==> src/rtl/flux_pkg.sv <==
// Shared helpers for the flux_fifo tagged-token channel buffer.
// Holds the width functions for the tag and per-queue counters. It also
// defines the macros that split a token into its tag (MSBs) and data (LSBs).
package flux_pkg;

    // Number of tag bits needed to name FLUX sub-queues.
    function automatic int tag_w(input int flux);
        return (flux > 1) ? $clog2(flux) : 1;
    endfunction

    // Counter width able to hold 0..DEPTH inclusive.
    function automatic int cnt_w(input int depth);
        return $clog2(depth + 1);
    endfunction

endpackage

`ifndef FLUX_TOKEN_MACROS
`define FLUX_TOKEN_MACROS
// Token layout: {tag, data}; dw = data width, tw = tag width.
`define FLUX_TAG(tok, dw, tw) tok[(dw)+(tw)-1:(dw)]
`define FLUX_DATA(tok, dw)    tok[(dw)-1:0]
`endif

==> src/rtl/flux_fifo_if.sv <==
// Channel bundle between a producer/consumer pair and one flux_fifo.
//   din/write/full : producer write side (din = {tag, data})
//   dout/read/empty: consumer side, one read/empty bit per sub-queue
// master = the actors driving the channel, slave = the flux_fifo itself.
interface flux_fifo_if
    import flux_pkg::*;
#(
    parameter int DATA_WIDTH = 8,
    parameter int FLUX       = 2
);
    localparam int TOK_W = DATA_WIDTH + tag_w(FLUX);

    logic [TOK_W-1:0] din;
    logic             write;
    logic             full;
    logic [TOK_W-1:0] dout;
    logic [FLUX-1:0]  read;
    logic [FLUX-1:0]  empty;

    modport master (output din, write, read, input full, dout, empty);
    modport slave  (input din, write, read, output full, dout, empty);
endinterface

==> src/rtl/flux_queue.sv <==
// Single circular sub-queue with first-word fall-through head.
//   clk, rst     : clock, asynchronous active-high reset
//   push, pop    : requests; a push while full or a pop while empty is ignored
//   wdata, rdata : write payload / current head payload
//   count        : occupancy 0..DEPTH
//   empty, full  : occupancy flags derived from registered count
module flux_queue
    import flux_pkg::*;
#(
    parameter  int DATA_WIDTH = 8,
    parameter  int DEPTH      = 4,
    localparam int CNT_W      = cnt_w(DEPTH),
    localparam int PTR_W      = $clog2(DEPTH)
) (
    input  logic                  clk,
    input  logic                  rst,
    input  logic                  push,
    input  logic                  pop,
    input  logic [DATA_WIDTH-1:0] wdata,
    output logic [DATA_WIDTH-1:0] rdata,
    output logic [CNT_W-1:0]      count,
    output logic                  empty,
    output logic                  full
);
    logic [DATA_WIDTH-1:0] mem_q [DEPTH];
    logic [PTR_W-1:0]      wr_ptr_q, wr_ptr_d;
    logic [PTR_W-1:0]      rd_ptr_q, rd_ptr_d;
    logic [CNT_W-1:0]      count_q, count_d;
    logic                  do_push_s, do_pop_s;

    localparam logic [PTR_W-1:0] PTR_LAST = PTR_W'(DEPTH - 1);

    assign empty = (count_q == {CNT_W{1'b0}});
    assign full  = (count_q == CNT_W'(DEPTH));
    assign count = count_q;
    assign rdata = mem_q[rd_ptr_q];

    // Next-state for pointers and occupancy; pointers wrap at DEPTH-1.
    always_comb begin
        do_push_s = push & ~full;
        do_pop_s  = pop & ~empty;
        wr_ptr_d  = wr_ptr_q;
        rd_ptr_d  = rd_ptr_q;
        count_d   = count_q;
        if (do_push_s) begin
            wr_ptr_d = (wr_ptr_q == PTR_LAST) ? {PTR_W{1'b0}} : wr_ptr_q + PTR_W'(1);
        end else begin
            wr_ptr_d = wr_ptr_q;
        end
        if (do_pop_s) begin
            rd_ptr_d = (rd_ptr_q == PTR_LAST) ? {PTR_W{1'b0}} : rd_ptr_q + PTR_W'(1);
        end else begin
            rd_ptr_d = rd_ptr_q;
        end
        case ({do_push_s, do_pop_s})
            2'b10:   count_d = count_q + CNT_W'(1);
            2'b01:   count_d = count_q - CNT_W'(1);
            default: count_d = count_q;
        endcase
    end

    // Control state registers.
    always_ff @(posedge clk or posedge rst) begin
        if (rst) begin
            wr_ptr_q <= {PTR_W{1'b0}};
            rd_ptr_q <= {PTR_W{1'b0}};
            count_q  <= {CNT_W{1'b0}};
        end else begin
            wr_ptr_q <= wr_ptr_d;
            rd_ptr_q <= rd_ptr_d;
            count_q  <= count_d;
        end
    end

    // Payload storage; contents need no reset because count gates visibility.
    always_ff @(posedge clk) begin
        if (do_push_s) begin
            mem_q[wr_ptr_q] <= wdata;
        end
    end
endmodule

==> src/rtl/flux_fifo.sv <==
// Tagged-token channel buffer: steers {tag, data} tokens into FLUX
// independent sub-queues and presents them as FLUX logical channels.
//   clk, rst : clock, asynchronous active-high reset
//   bus      : flux_fifo_if slave (din/write/full, dout/read/empty)
// full is conservative: any sub-queue full blocks every write, whatever its tag.
module flux_fifo
    import flux_pkg::*;
#(
    parameter int DATA_WIDTH = 8,
    parameter int DEPTH      = 4,
    parameter int FLUX       = 2
) (
    input  logic        clk,
    input  logic        rst,
    flux_fifo_if.slave  bus
);
    localparam int TAG_W = tag_w(FLUX);
    localparam int CNT_W = cnt_w(DEPTH);
    localparam int TOK_W = DATA_WIDTH + TAG_W;

    logic [TAG_W-1:0]      wr_tag_s;
    logic [DATA_WIDTH-1:0] wr_data_s;
    logic                  write_ok_s;
    logic                  full_s;
    logic [FLUX-1:0]       q_empty_s, q_full_s, q_occ_s, req_s, pop_s;
    logic [DATA_WIDTH-1:0] q_rdata_s [FLUX];
    logic [CNT_W-1:0]      q_count_s [FLUX];
    logic [TAG_W-1:0]      pop_idx_s, occ_idx_s, sel_idx_s;
    logic                  pop_hit_s, occ_hit_s;
    logic [DATA_WIDTH-1:0] sel_data_s;

    assign wr_tag_s   = `FLUX_TAG(bus.din, DATA_WIDTH, TAG_W);
    assign wr_data_s  = `FLUX_DATA(bus.din, DATA_WIDTH);
    assign full_s     = |q_full_s;
    assign write_ok_s = bus.write & ~full_s;
    assign req_s      = bus.read & ~q_empty_s;
    assign bus.full   = full_s;
    assign bus.empty  = q_empty_s;

    // A tag >= FLUX matches no queue, so such a write is silently dropped.
    for (genvar gi = 0; gi < FLUX; gi++) begin : g_q
        assign q_occ_s[gi] = (q_count_s[gi] != {CNT_W{1'b0}});
        flux_queue #(
            .DATA_WIDTH (DATA_WIDTH),
            .DEPTH      (DEPTH)
        ) u_queue (
            .clk   (clk),
            .rst   (rst),
            .push  (write_ok_s && (wr_tag_s == TAG_W'(gi))),
            .pop   (pop_s[gi]),
            .wdata (wr_data_s),
            .rdata (q_rdata_s[gi]),
            .count (q_count_s[gi]),
            .empty (q_empty_s[gi]),
            .full  (q_full_s[gi])
        );
    end

    // Priority select: lowest requested non-empty queue pops; otherwise show
    // the lowest non-empty head. Descending scans let the lowest index win.
    always_comb begin
        pop_hit_s  = 1'b0;
        pop_idx_s  = {TAG_W{1'b0}};
        occ_hit_s  = 1'b0;
        occ_idx_s  = {TAG_W{1'b0}};
        sel_data_s = {DATA_WIDTH{1'b0}};
        pop_s      = {FLUX{1'b0}};
        for (int i = FLUX - 1; i >= 0; i--) begin
            pop_hit_s = pop_hit_s | req_s[i];
            pop_idx_s = req_s[i] ? TAG_W'(i) : pop_idx_s;
            occ_hit_s = occ_hit_s | q_occ_s[i];
            occ_idx_s = q_occ_s[i] ? TAG_W'(i) : occ_idx_s;
        end
        sel_idx_s = pop_hit_s ? pop_idx_s : occ_idx_s;
        for (int i = 0; i < FLUX; i++) begin
            pop_s[i]   = pop_hit_s && (pop_idx_s == TAG_W'(i));
            sel_data_s = (sel_idx_s == TAG_W'(i)) ? q_rdata_s[i] : sel_data_s;
        end
    end

    assign bus.dout = (pop_hit_s | occ_hit_s) ? {sel_idx_s, sel_data_s} : {TOK_W{1'b0}};
endmodule

==> src/flat_wrapper.sv <==
// flat-port wrapper written by rule: the top's interface ports become plain ports
module flux_fifo_flat import flux_pkg::*;
#(
    parameter int DATA_WIDTH = 8,
    parameter int DEPTH      = 4,
    parameter int FLUX       = 2
)
  (clk, rst, bus_din, bus_write, bus_read, bus_full, bus_dout, bus_empty);
  flux_fifo_if #(.DATA_WIDTH(DATA_WIDTH), .FLUX(FLUX)) bus_i ();
  input  logic clk;
  input  logic rst;
  input wire logic [$bits(bus_i.din)-1:0] bus_din;
  input wire logic [$bits(bus_i.write)-1:0] bus_write;
  input wire logic [$bits(bus_i.read)-1:0] bus_read;
  output wire logic [$bits(bus_i.full)-1:0] bus_full;
  output wire logic [$bits(bus_i.dout)-1:0] bus_dout;
  output wire logic [$bits(bus_i.empty)-1:0] bus_empty;
  assign bus_i.din = bus_din;
  assign bus_i.write = bus_write;
  assign bus_i.read = bus_read;
  assign bus_full = bus_i.full;
  assign bus_dout = bus_i.dout;
  assign bus_empty = bus_i.empty;
  flux_fifo #(.DATA_WIDTH(DATA_WIDTH), .DEPTH(DEPTH), .FLUX(FLUX)) u_core (.clk(clk), .rst(rst), .bus(bus_i));
endmodule
==> config.mk <==
export PLATFORM = sky130hd
export DESIGN_NAME = flux_fifo_flat
export DESIGN_NICKNAME = d
export VERILOG_FILES = /design/src/rtl/flux_pkg.sv /design/src/rtl/flux_fifo_if.sv /design/src/rtl/flux_queue.sv /design/src/rtl/flux_fifo.sv /design/src/flat_wrapper.sv
export SDC_FILE = /design/constraint.sdc
export NUM_CORES = 1
export LEC_CHECK = 0
export ABC_CLOCK_PERIOD_IN_PS = 5600
export CAP_MARGIN = 30
export CORE_MARGIN = 5
export CORE_UTILIZATION = 50
export CTS_BUF_LIST = sky130_fd_sc_hd__clkbuf_2
export CTS_CLUSTER_SIZE = 12
export DETAILED_ROUTE_END_ITERATION = 16
export PLACE_DENSITY = 0.72
export SYNTH_ARGS = -nofsm -noshare
export SYNTH_HDL_FRONTEND = slang
export SYNTH_HIERARCHICAL = 1
export SYNTH_SLANG_ARGS = --single-unit
==> constraint.sdc <==
create_clock -name clk -period 5.6 [get_ports clk]
set_clock_uncertainty 0.1 [all_clocks]
set_input_delay 1.12 -clock clk [delete_from_list [all_inputs] [get_ports clk]]
set_output_delay 1.12 -clock clk [all_outputs]
set_load 0.1 [all_outputs]
-- Word level (Yosys, flattened, before mapping)
Memory sizes are Yosys's and may differ from the RTL's.
Cells that the tools add are included.
- register bits after elaboration: 14
- bits in writable memories: 64
- output and inout bits: 12
- logic and storage cells: 71
- memories: 2
- $add $sub $neg: 8
- equal/unequal tests: 10
- multiplexer cells: 17
- bitwise gates (word level): 17
- reduce and logical (&&, ||, !) cells: 11
- memory list (name ; depth ; bits a word ; rd ports ; clocked after memory_dff ; write ports ; RTL line ; RTL):
    u_core.g_q[0].u_queue.mem_q ; 4 ; 8 ; 1 ; 0 ; 1 ; flux_queue.sv:25 ; logic [DATA_WIDTH-1:0] mem_q [DEPTH];
    u_core.g_q[1].u_queue.mem_q ; 4 ; 8 ; 1 ; 0 ; 1 ; flux_queue.sv:25 ;
- operators by type and width (kind ; count):
    equality test 2 bit, second input constant ; 6
    one-hot mux 3 bit (2 select lines) ; 2
    two-way mux 1 bit ; 9
    two-way mux 9 bit ; 1
    adder 2 x 1 -> 2 bit, second input constant ; 4
    two-way mux 2 bit ; 4
    two-way mux 8 bit ; 1
    inverter 1 bit ; 7
    adder 3 x 1 -> 3 bit, second input constant ; 2
    equality test 3 bit, second input constant ; 2
    logical NOT 3 bit ; 2
    nonzero test 3 bit ; 2
    subtractor 3 x 1 -> 3 bit, second input constant ; 2
    bitwise AND 1 bit ; 5
    equality test 2 x 1 -> 1 bit, second input constant ; 2
    logical AND 1 bit ; 4
    nonzero test 2 bit ; 2
    OR 1 bit ; 3
    bitwise AND 2 bit ; 1
    inverter 2 bit ; 1
    OR reduction 2 bit ; 1

-- Logic depth before layout (Yosys ltp)
Gate-level depths: netlist of the first run.
- word-level depth: 10
- mapped depth: 13

-- Hierarchy
The synthesis of the first run kept the hierarchy.
- modules (own cells, without submodules) (module ; instances ; cells an instance ; area each (µm²) ; seq. area each (µm²)):
    flux_queue ; 2 ; 83 ; 1640.3 ; 1136.1
    flux_fifo ; 1 ; 23 ; 180.2 ; 0.0

-- Worst setup path before layout of the first run
OpenSTA, ideal clock, no wires.
- kind: register to output
- start point: register u_core.g_q[1].u_queue.count_q[0]
- end point: output port bus_dout[0]
- data arrival time: 3.017 ns
- data required time: 4.380 ns
- path slack: 1.363 ns
- stages on the path, launching flop included: 5
- path buffers: 0
- cells stage by stage: dfrtp_1 -> nor3_2 -> nand2b_1 -> a21o_4 -> a32o_1
- cells in the longest elaborated chain, start to end: 8
- ends and longest elaborated chain (what ; RTL line ; RTL):
    start: declaration ; flux_queue.sv:28 ; logic [CNT_W-1:0] count_q, count_d;
    start signal: assignment ; flux_queue.sv:67 ; count_q <= {CNT_W{1'b0}};
    start signal: assignment ; flux_queue.sv:71 ; count_q <= count_d;
    logical NOT 3 bit (*) ; flux_queue.sv:33 ; assign empty = (count_q == {CNT_W{1'b0}});
    via bus_empty[1] ; flat_wrapper.sv:17 ; output wire logic [$bits(bus_i.empty)-1:0] bus_empty;
    inverter 2 bit (*) ; flux_fifo.sv:36 ; assign req_s = bus.read & ~q_empty_s;
    bitwise AND 2 bit (*) ; flux_fifo.sv:36 ;
    two-way mux 1 bit (2 in series) ; flux_fifo.sv:70 ; pop_idx_s = req_s[i] ? TAG_W'(i) : pop_idx_s;
    two-way mux 1 bit ; flux_fifo.sv:74 ; sel_idx_s = pop_hit_s ? pop_idx_s : occ_idx_s;
    two-way mux 8 bit ; flux_fifo.sv:77 ; sel_data_s = (sel_idx_s == TAG_W'(i)) ? q_rdata_s[i] : sel_data_s;
    two-way mux 9 bit (*) ; flux_fifo.sv:81 ; assign bus.dout = (pop_hit_s | occ_hit_s) ? {sel_idx_s, sel_data_s} : {TOK_W{1'b0}};
    end: declaration ; flat_wrapper.sv:16 ; output wire logic [$bits(bus_i.dout)-1:0] bus_dout;
Mark *: on every way through the listed nets, which the timed path passes. The rest lies on a longest branch.

-- Worst setup path in the final report of the first run
- start point: input port bus_read[0]
- end point: output port bus_dout[4]
- cells in the longest elaborated chain, start to end: 5
- ends and longest elaborated chain (what ; RTL line ; RTL):
    start: declaration ; flat_wrapper.sv:14 ; input wire logic [$bits(bus_i.read)-1:0] bus_read;
    bitwise AND 2 bit (*) ; flux_fifo.sv:36 ;
    two-way mux 1 bit or OR 1 bit (tied branches) ; flux_fifo.sv:70, flux_fifo.sv:69 ;
    two-way mux 1 bit ; flux_fifo.sv:74 ;
    two-way mux 8 bit ; flux_fifo.sv:77 ;
    two-way mux 9 bit (*) ; flux_fifo.sv:81 ;
Mark *: on every way between the ends. The rest lies on a longest branch, timed or not.

==> run metrics, run 1 <==
outcome=finished clean; fraction of registers with async set/reset=0.1795; initial antenna violation count=0; Largest stage delay, worst path=about 0.40 ns; Hold Fails Final Rpt=0; RSZ-0062 raised after global routing=false; # hold bufs at CTS=0; Worst setup SP type=input port; hold depth=1; Hold Path Origin=u_core/g_q[1].u_queue/count[2]; Inserted Clock Buffers=9; #FFs+latches synth=approximately 80; post-synth top area share=0.5553; most frequent cells after synthesis=edfxtp_1, inv_1, mux4_2; crit-path cells=clkdlybuf4s50_1 -> nand2b_1 -> inv_1 -> a21o_4 -> a32o_1 -> buf_4; Post-Syn Nets=between 200 and 250; EDFF count, synth=64; Synth cell types=28; max-slew violation count=0; DRT iter0 DRCs=56; CP arrival=2.74 ns; Total Routing Usage GR=0.1464; detailed placement HPWL=4.076 mm; Antenna Nets Post-Route=0; crit path from=bus_read[0]; Syn-to-layout area delta=12.62%; # setup viols final=0; core footprint=between 6000 and 7000 µm²; clock latency on the worst-skew pair=roughly 0.46 ns; largest net degree at the start of global routing=14; area of the die=8685 µm²; max-cap viol count=0; via count=roughly 1700; CTS resizes=0; Worst R2R Setup Slack=about 2.7 ns; synth top area cells=edfxtp_1, mux4_2, dfrtp_1; synth warn=6; post-route setup TNS=0 ns; # DRC=0; top-count cell post-synth=edfxtp_1; Hold WS=about 0.47 ns; first-pass GRT wire length=9.190 mm; Die Span Y=93.20 µm; fillers=520; worst r2r path cells=12; # rows=30; synthesized area=around 3500 µm²; postcts setup bufs=0; critical path peak fanout=10; Avg Inst Size Synth=18.31 µm²; FMAX=about 250 MHz; CP endpoint kind=primary output; WL/cell=18.75 µm; sequential area share after synthesis=0.6565; Slowest cell on crit path=clkdlybuf4s50_1; Reg clk slew, reported paths=0.19 ns; cell type with the highest aggregate area in the netlist=edfxtp_1; worst path required time=roughly 4.4 ns; Slew @ Worst Pin=slightly below 1 ns; Hold/Removal Path Class=register to register; final-stage net count=between 200 and 250; vias in the first global route=about 1700; final worst path period share=0.7065; slew margin rel.=0.3513; Starting Density=0.5122; Reg-to-Reg End=u_core/g_q[1].u_queue/count[2]; CTS tree=done; GPL Wtd Cong=approximately 0.77; min cycle time layout=between 3 and 4 ns; CTS Buffer Depth=2; vias per cell=5.493; Endpoint, Worst Hold=u_core/g_q[1].u_queue/count[2]; TritonRoute pass-1 iters=4; Root Buffer=clkbuf_2; Crit Path Class=input port to primary output; Congestion Overflow GR=0; die width=between 90 and 100 µm; layout cells sized above 1=0.2946; Synth Flop Type=edfxtp_1; WL final=roughly 5.7 mm; Post-Syn Instances=189; Antenna Diode Count=0; PortBufs=25; worst reg2reg path startpoint=u_core/g_q[0].u_queue/count[0]; H-tree depth=3; # IOs=26; clock sinks=between 70 and 80
-- how the worst max path moves through the flow --
stage,slack [ns],endpoint
2_1_floorplan,1.36,bus_dout[0]
3_3_place_gp,1.67,bus_dout[4]
3_5_place_dp,1.65,bus_dout[4]
4_1_cts,1.65,bus_dout[4]
5_1_grt,1.53,bus_dout[4]
6_report,1.64,bus_dout[4]
-- cells in the final DEF, fill, tap and decap left out, drive strengths merged, types with 3 or more instances in the layout --
cell and instances:
edfxtp 64, nor2 9, dfrtp 14, xor2 4, nand2b 4, inv 19
mux4 16, clkdlybuf4s50 16, and2 9, a32o 8, mux2 8, clkinv 3
buf 9, ha 12, nor3 3, clkbuf 9
-- metrics by stage --
step / util / cell area (µm²) / std cells / setup slack, ns
6_report: 0.5769 / 3897 / 304 / 1.643
5_1_grt: 0.5769 / 3897 / 304 / 1.529
4_1_cts: 0.5769 / 3897 / 304 / 1.648
3_5_place_dp: 0.5574 / 3766 / 289 / 1.649
3_3_place_gp: 0.5574 / 3766 / 289 / 1.673
2_1_floorplan: - / 3461 / 189 / 1.363
-- final cells by class --
class | count | area, µm² | area share
Clock buffer | 9 | 45.04 | 0.01156
Clock inverter | 6 | 86.33 | 0.02215
Inverter | 18 | 67.56 | 0.01734
Multi-Input combinational cell | 88 | 1099 | 0.2819
Sequential cell | 78 | 2272 | 0.5830
Tap cell | 80 | 100.1 | 0.02568
Timing Repair Buffer | 25 | 227.7 | 0.05843
-- sequential cells by signal (all words and copies together), names as in the netlist --
name / count
u_core/g_q.u_queue/mem_q: 64
u_core/g_q.u_queue/count: 6
u_core/g_q.u_queue/rd_ptr_q: 4
u_core/g_q.u_queue/wr_ptr_q: 4
-- worst max-delay path, delay by kind of cell --
kind | cells | cell delay [ns]
buf+inv | 3 | 0.82
compound gates | 2 | 0.48
simple gates | 1 | 0.31
-- logic make-up after synthesis --
| group | count (synthesis) | share of synthesized area |
|---|---|---|
| and+or+nand+nor | 32 | 0.07267 |
| AOI/OAI and AO/OA | 10 | 0.03218 |
| buffers and inverters | 23 | 0.02603 |
| adders and majority gates | 14 | 0.05495 |
| muxes | 26 | 0.1424 |
| xor gates and xnor gates | 6 | 0.01518 |
| DFF | 78 | 0.6565 |
-- per-layer routing --
layer | share of wire | track usage | wire length [µm] | up-vias
met5 | 0 | 0 | 0 | -
met2 | 0.49 | 0.2298 | 2813 | 42
met1 | 0.44 | 0.1954 | 2515 | 845
li1 | - | - | - | 781
met4 | 0.0060 | 0.04396 | 34 | 0
met3 | 0.059 | 0.04827 | 338 | 2
Power of run 1 is left out: the tool's default activity adds up to more than one toggle a clock period on the data nets, which glitch-free logic cannot reach.
==> run 2: changes to the inputs <==
ABC_CLOCK_PERIOD_IN_PS = 3680   (was 5600)
clock period = 3.68 ns   (was 5.6 ns; I/O delays follow)
==> run 2 against run 1 <==
Net effect:
- register-to-register slack worse by 1.9 ns
- largest cell class unchanged
- routed wire length down 0.88%
- non-clock buffer count unchanged
- design area up 2.2%
- sequential share of layout area down 1.2 points
- worst setup slack worse by 1.3 ns
- hold slack worse by 0.064 ns
- critical endpoint is now bus_dout[0]
- cell count up 0.33%
- flip-flop and latch count unchanged
- first-iteration DRC count up 70%
- global-route usage down 0.57 points
==> run metrics, run 2 (synthesis gave the netlist of run 1 again) <==
Total Routing Usage GR=0.1407; Reg with most FFs=u_core/g_q.u_queue/mem_q; Worst setup SP type=register; Antenna Diode Count=0; CP endpoint kind=primary output; Congestion Overflow GR=0; Syn-to-layout area delta=15.04%; # hold bufs at CTS=0; most common cell after layout, fill and taps aside=edfxtp_1; Hold WS=0.4020 ns; final-stage net count=about 250; PortBufs=25; Crit Path Class=register to primary output; max-slew violation count=0; die width=just over 90 µm; Reg clk slew, reported paths=0.19 ns; # IOs=26; H-tree depth=3; final core area utilization=0.5893; largest net degree at the start of global routing=14; clock sinks=78; worst r2r path cells=12; vias per cell=around 5.4; # rows=30; commonest cells after routing, fill and taps aside=edfxtp_1, inv_1, mux4_2, dfrtp_1, clkdlybuf4s50_1; CTS tree=done; RSZ-0062 raised after global routing=false; # setup viols final=0; area of the die=between 8000 and 9000 µm²; max reg flops=between 60 and 70; Starting Density=0.5122; layout cells sized above 1=0.3067; slew margin rel.=0.5935; outcome=finished clean; first-pass GRT wire length=8.887 mm; CTS Buffer Depth=2; max-cap viol count=0; detailed placement HPWL=4.089 mm; DRT iter0 DRCs=95; via count=approximately 1600; Root Buffer=clkbuf_2; vias in the first global route=1709; Inserted Clock Buffers=9; core footprint=6756 µm²; TritonRoute pass-1 iters=4; WL final=approximately 5.7 mm; critical path peak fanout=10; CTS resizes=0; # DRC=0; Die Span Y=around 93 µm; Antenna Nets Post-Route=0; min cycle time layout=3.369 ns; FMAX=a little under 300 MHz; postcts setup bufs=0; worst path required time=2.84 ns; final worst path period share=0.9154; post-route setup TNS=0 ns; GPL Wtd Cong=0.7420; Slew @ Worst Pin=between 0.6 and 0.7 ns; clock latency on the worst-skew pair=~0.46 ns; CP arrival=approximately 2.5 ns; WL/cell=18.53 µm; Hold Fails Final Rpt=0; Hold/Removal Path Class=input port to async pin; fillers=530; initial antenna violation count=0
==> run 2: changes by cell type in the layout (fill, tap and decap cells not counted), sizes merged <==
| cell | previous run | this run |
|---|---|---|
| buf | 9 | 12 |
| bufinv | 2 | 1 |
| clkdlybuf4s50 | 16 | 13 |
| clkinvlp | 0 | 3 |
| inv | 19 | 18 |
==> run 2: through the flow <==
stage | cells | setup slack [ns] | area [µm²]
5_1_grt | 305 | 0.1682 | 3981
2_1_floorplan | 189 | 0.2708 | 3473
3_3_place_gp | 289 | 0.5544 | 3871
4_1_cts | 305 | 0.2831 | 3981
3_5_place_dp | 289 | 0.4985 | 3871
6_report | 305 | 0.3115 | 3981
==> run 2: final timing paths <==
| check | start | to | slack, ns |
|---|---|---|---|
| setup / recovery | u_core/g_q[0].u_queue/count[0] | bus_dout[0] | 0.31 |
| max in group asynchronous | rst | u_core/g_q[1].u_queue/rd_ptr_q[0] | 2.85 |
| hold reg to reg | u_core/g_q[0].u_queue/count[2] | u_core/g_q[0].u_queue/count[2] | 0.48 |
| min in group clk | u_core/g_q[0].u_queue/count[2] | u_core/g_q[0].u_queue/count[2] | 0.48 |
| setup reg to reg | u_core/g_q[0].u_queue/count[0] | u_core/g_q[1].u_queue/count[2] | 0.80 |
| hold / removal | rst | u_core/g_q[0].u_queue/count[2] | 0.40 |
==> run 2: area by class of cell <==
type                            instances  area [µm²]  area share
Multi-Input combinational cell         88        1111      0.2791
Sequential cell                        78        2272      0.5707
Timing Repair Buffer                   25       320.3     0.08045
Tap cell                               80       100.1     0.02514
Inverter                               18       67.56     0.01697
Clock inverter                          7       65.06     0.01634
Clock buffer                            9       45.04     0.01131
==> run 2: worst max-delay path, stage by stage, from the launching register on <==
cell      delay (ns)
dfrtp_1         0.52
nor3_4          0.25
nand2b_1        0.39
inv_1           0.19
a21o_4          0.27
a32o_1          0.27
buf_12          0.18
==> run 2: metal layers <==
metal / global-route usage / vias up / share of wire / wire [µm]
met5: 0 / - / 0 / 0
met4: 0.05861 / 0 / 0.011 / 62
met3: 0.03459 / 6 / 0.050 / 283
met2: 0.2226 / 32 / 0.49 / 2773
met1: 0.1869 / 831 / 0.45 / 2531
li1: - / 778 / - / -
Power of run 2 is left out for the same reason.
==> run 3: changes to the inputs <==
CORE_MARGIN = not set   (was 5)
REMOVE_ABC_BUFFERS = 1   (was not set)
==> run 3 against run 2 <==
Net effect:
- register-to-register slack worse by 0.11 ns
- utilization rose by 2.3 points
- critical path depth is the same
- non-clock buffer count is the same
- count of clock-buffer cells in the layout did not move
- via count is 1.6% higher
- global-route usage rose by 4.0 points
- worst setup slack got worse by 0.010 ns
- first-iteration DRC count down 13%
- fmax shrank 0.30%
- critical path type unchanged
==> run metrics, run 3 (synthesis gave the netlist of run 1 again) <==
outcome=finished clean; FMAX=around 300 MHz; DRT iter0 DRCs=83; H-tree depth=3; Hold WS=just under 0.4 ns; # hold bufs at CTS=0; RSZ-0062 raised after global routing=false; Inserted Clock Buffers=9; Worst setup SP type=register; detailed placement HPWL=between 4 and 5 mm; critical path peak fanout=10; slew margin rel.=0.5899; Reg clk slew, reported paths=~0.20 ns; Starting Density=0.5299; Antenna Nets Post-Route=0; PortBufs=25; # DRC=0; vias in the first global route=roughly 1900; # setup viols final=0; most common cell after layout, fill and taps aside=edfxtp_1; layout cells sized above 1=0.3125; Slew @ Worst Pin=0.6152 ns; Die Span Y=85.20 µm; WL final=between 5 and 6 mm; postcts setup bufs=0; area of the die=a little over 7000 µm²; final worst path period share=0.9181; CTS resizes=0; final-stage net count=between 200 and 250; Crit Path Class=register to primary output; clock sinks=78; CP endpoint kind=primary output; commonest cells after routing, fill and taps aside=edfxtp_1, inv_1, mux4_2, dfrtp_1, clkdlybuf4s50_1; first-pass GRT wire length=9.232 mm; Root Buffer=clkbuf_2; Reg with most FFs=u_core/g_q.u_queue/mem_q; vias per cell=roughly 5.6; CP arrival=~2.5 ns; core footprint=roughly 6500 µm²; via count=1673; CTS tree=done; initial antenna violation count=0; TritonRoute pass-1 iters=4; Congestion Overflow GR=0; largest net degree at the start of global routing=14; CTS Buffer Depth=2; max-slew violation count=0; GPL Wtd Cong=0.7596; Total Routing Usage GR=0.1808; Syn-to-layout area delta=15.58%; Largest stage delay, worst path=a little over 0.5 ns; clock latency on the worst-skew pair=~0.48 ns; WL/cell=around 19 µm; worst path required time=about 2.8 ns; # rows=29; Slowest cell on crit path=dfrtp_1; Antenna Diode Count=0; max reg flops=64; die width=roughly 85 µm; crit path buf inv count=2; min cycle time layout=3.379 ns; # IOs=26; crit-path cells=nor3_2 -> nand2b_1 -> inv_1 -> a21o_4 -> a32o_1 -> buf_12; CP delay by family, top=simple AND/OR/NAND/NOR gates; max-cap viol count=0; Hold Fails Final Rpt=0; Hold/Removal Path Class=input port to async pin
[run 3: final timing paths]
path                                                startpoint                                end  slack [ns]  depth (start not counted)
worst max register to register  u_core/g_q[0].u_queue/count[0]     u_core/g_q[1].u_queue/count[2]        0.69                         12
worst min register to register  u_core/g_q[0].u_queue/count[2]     u_core/g_q[0].u_queue/count[2]        0.48                          1
worst min-delay path                                       rst     u_core/g_q[0].u_queue/count[0]        0.39                          2
worst max-delay path            u_core/g_q[0].u_queue/count[0]                        bus_dout[3]        0.30                          6
min in group clk                u_core/g_q[0].u_queue/count[2]     u_core/g_q[0].u_queue/count[2]        0.48                          1
max in group asynchronous                                  rst  u_core/g_q[1].u_queue/rd_ptr_q[0]        2.86                          2
[run 3: routing by layer]
layer | global-route usage | routed length, µm | up-vias | part of all wire
met1 | 0.2218 | 2431 | 851 | 0.42
met4 | 0.07704 | 49 | 0 | 0.0085
met3 | 0.04864 | 237 | 4 | 0.041
met2 | 0.3043 | 3033 | 41 | 0.53
met5 | 0 | 0 | - | 0
li1 | - | - | 777 | -
[run 3: area by class of cell]
class | count | area [µm²]
Inverter | 18 | 67.56
Multi-Input combinational cell | 88 | 1099
Clock inverter | 6 | 87.58
Tap cell | 77 | 96.34
Clock buffer | 9 | 45.04
Fill cell | 476 | 2531
Sequential cell | 78 | 2272
Timing Repair Buffer | 25 | 332.8
[run 3: metrics by stage]
| stage | utilization | setup TNS (ns) | cells | setup WS [ns] | cell area [µm²] |
|---|---|---|---|---|---|
| 2_1_floorplan | - | -1.462 | 184 | -0.1730 | 3438 |
| 3_3_place_gp | 0.5921 | 0 | 286 | 0.5609 | 3867 |
| 3_5_place_dp | 0.5921 | 0 | 286 | 0.3839 | 3867 |
| 4_1_cts | 0.6125 | 0 | 301 | 0.2558 | 4000 |
| 5_1_grt | 0.6125 | 0 | 301 | 0.05089 | 4000 |
| 6_report | 0.6125 | 0 | 301 | 0.3012 | 4000 |
Power of run 3 is left out for the same reason.
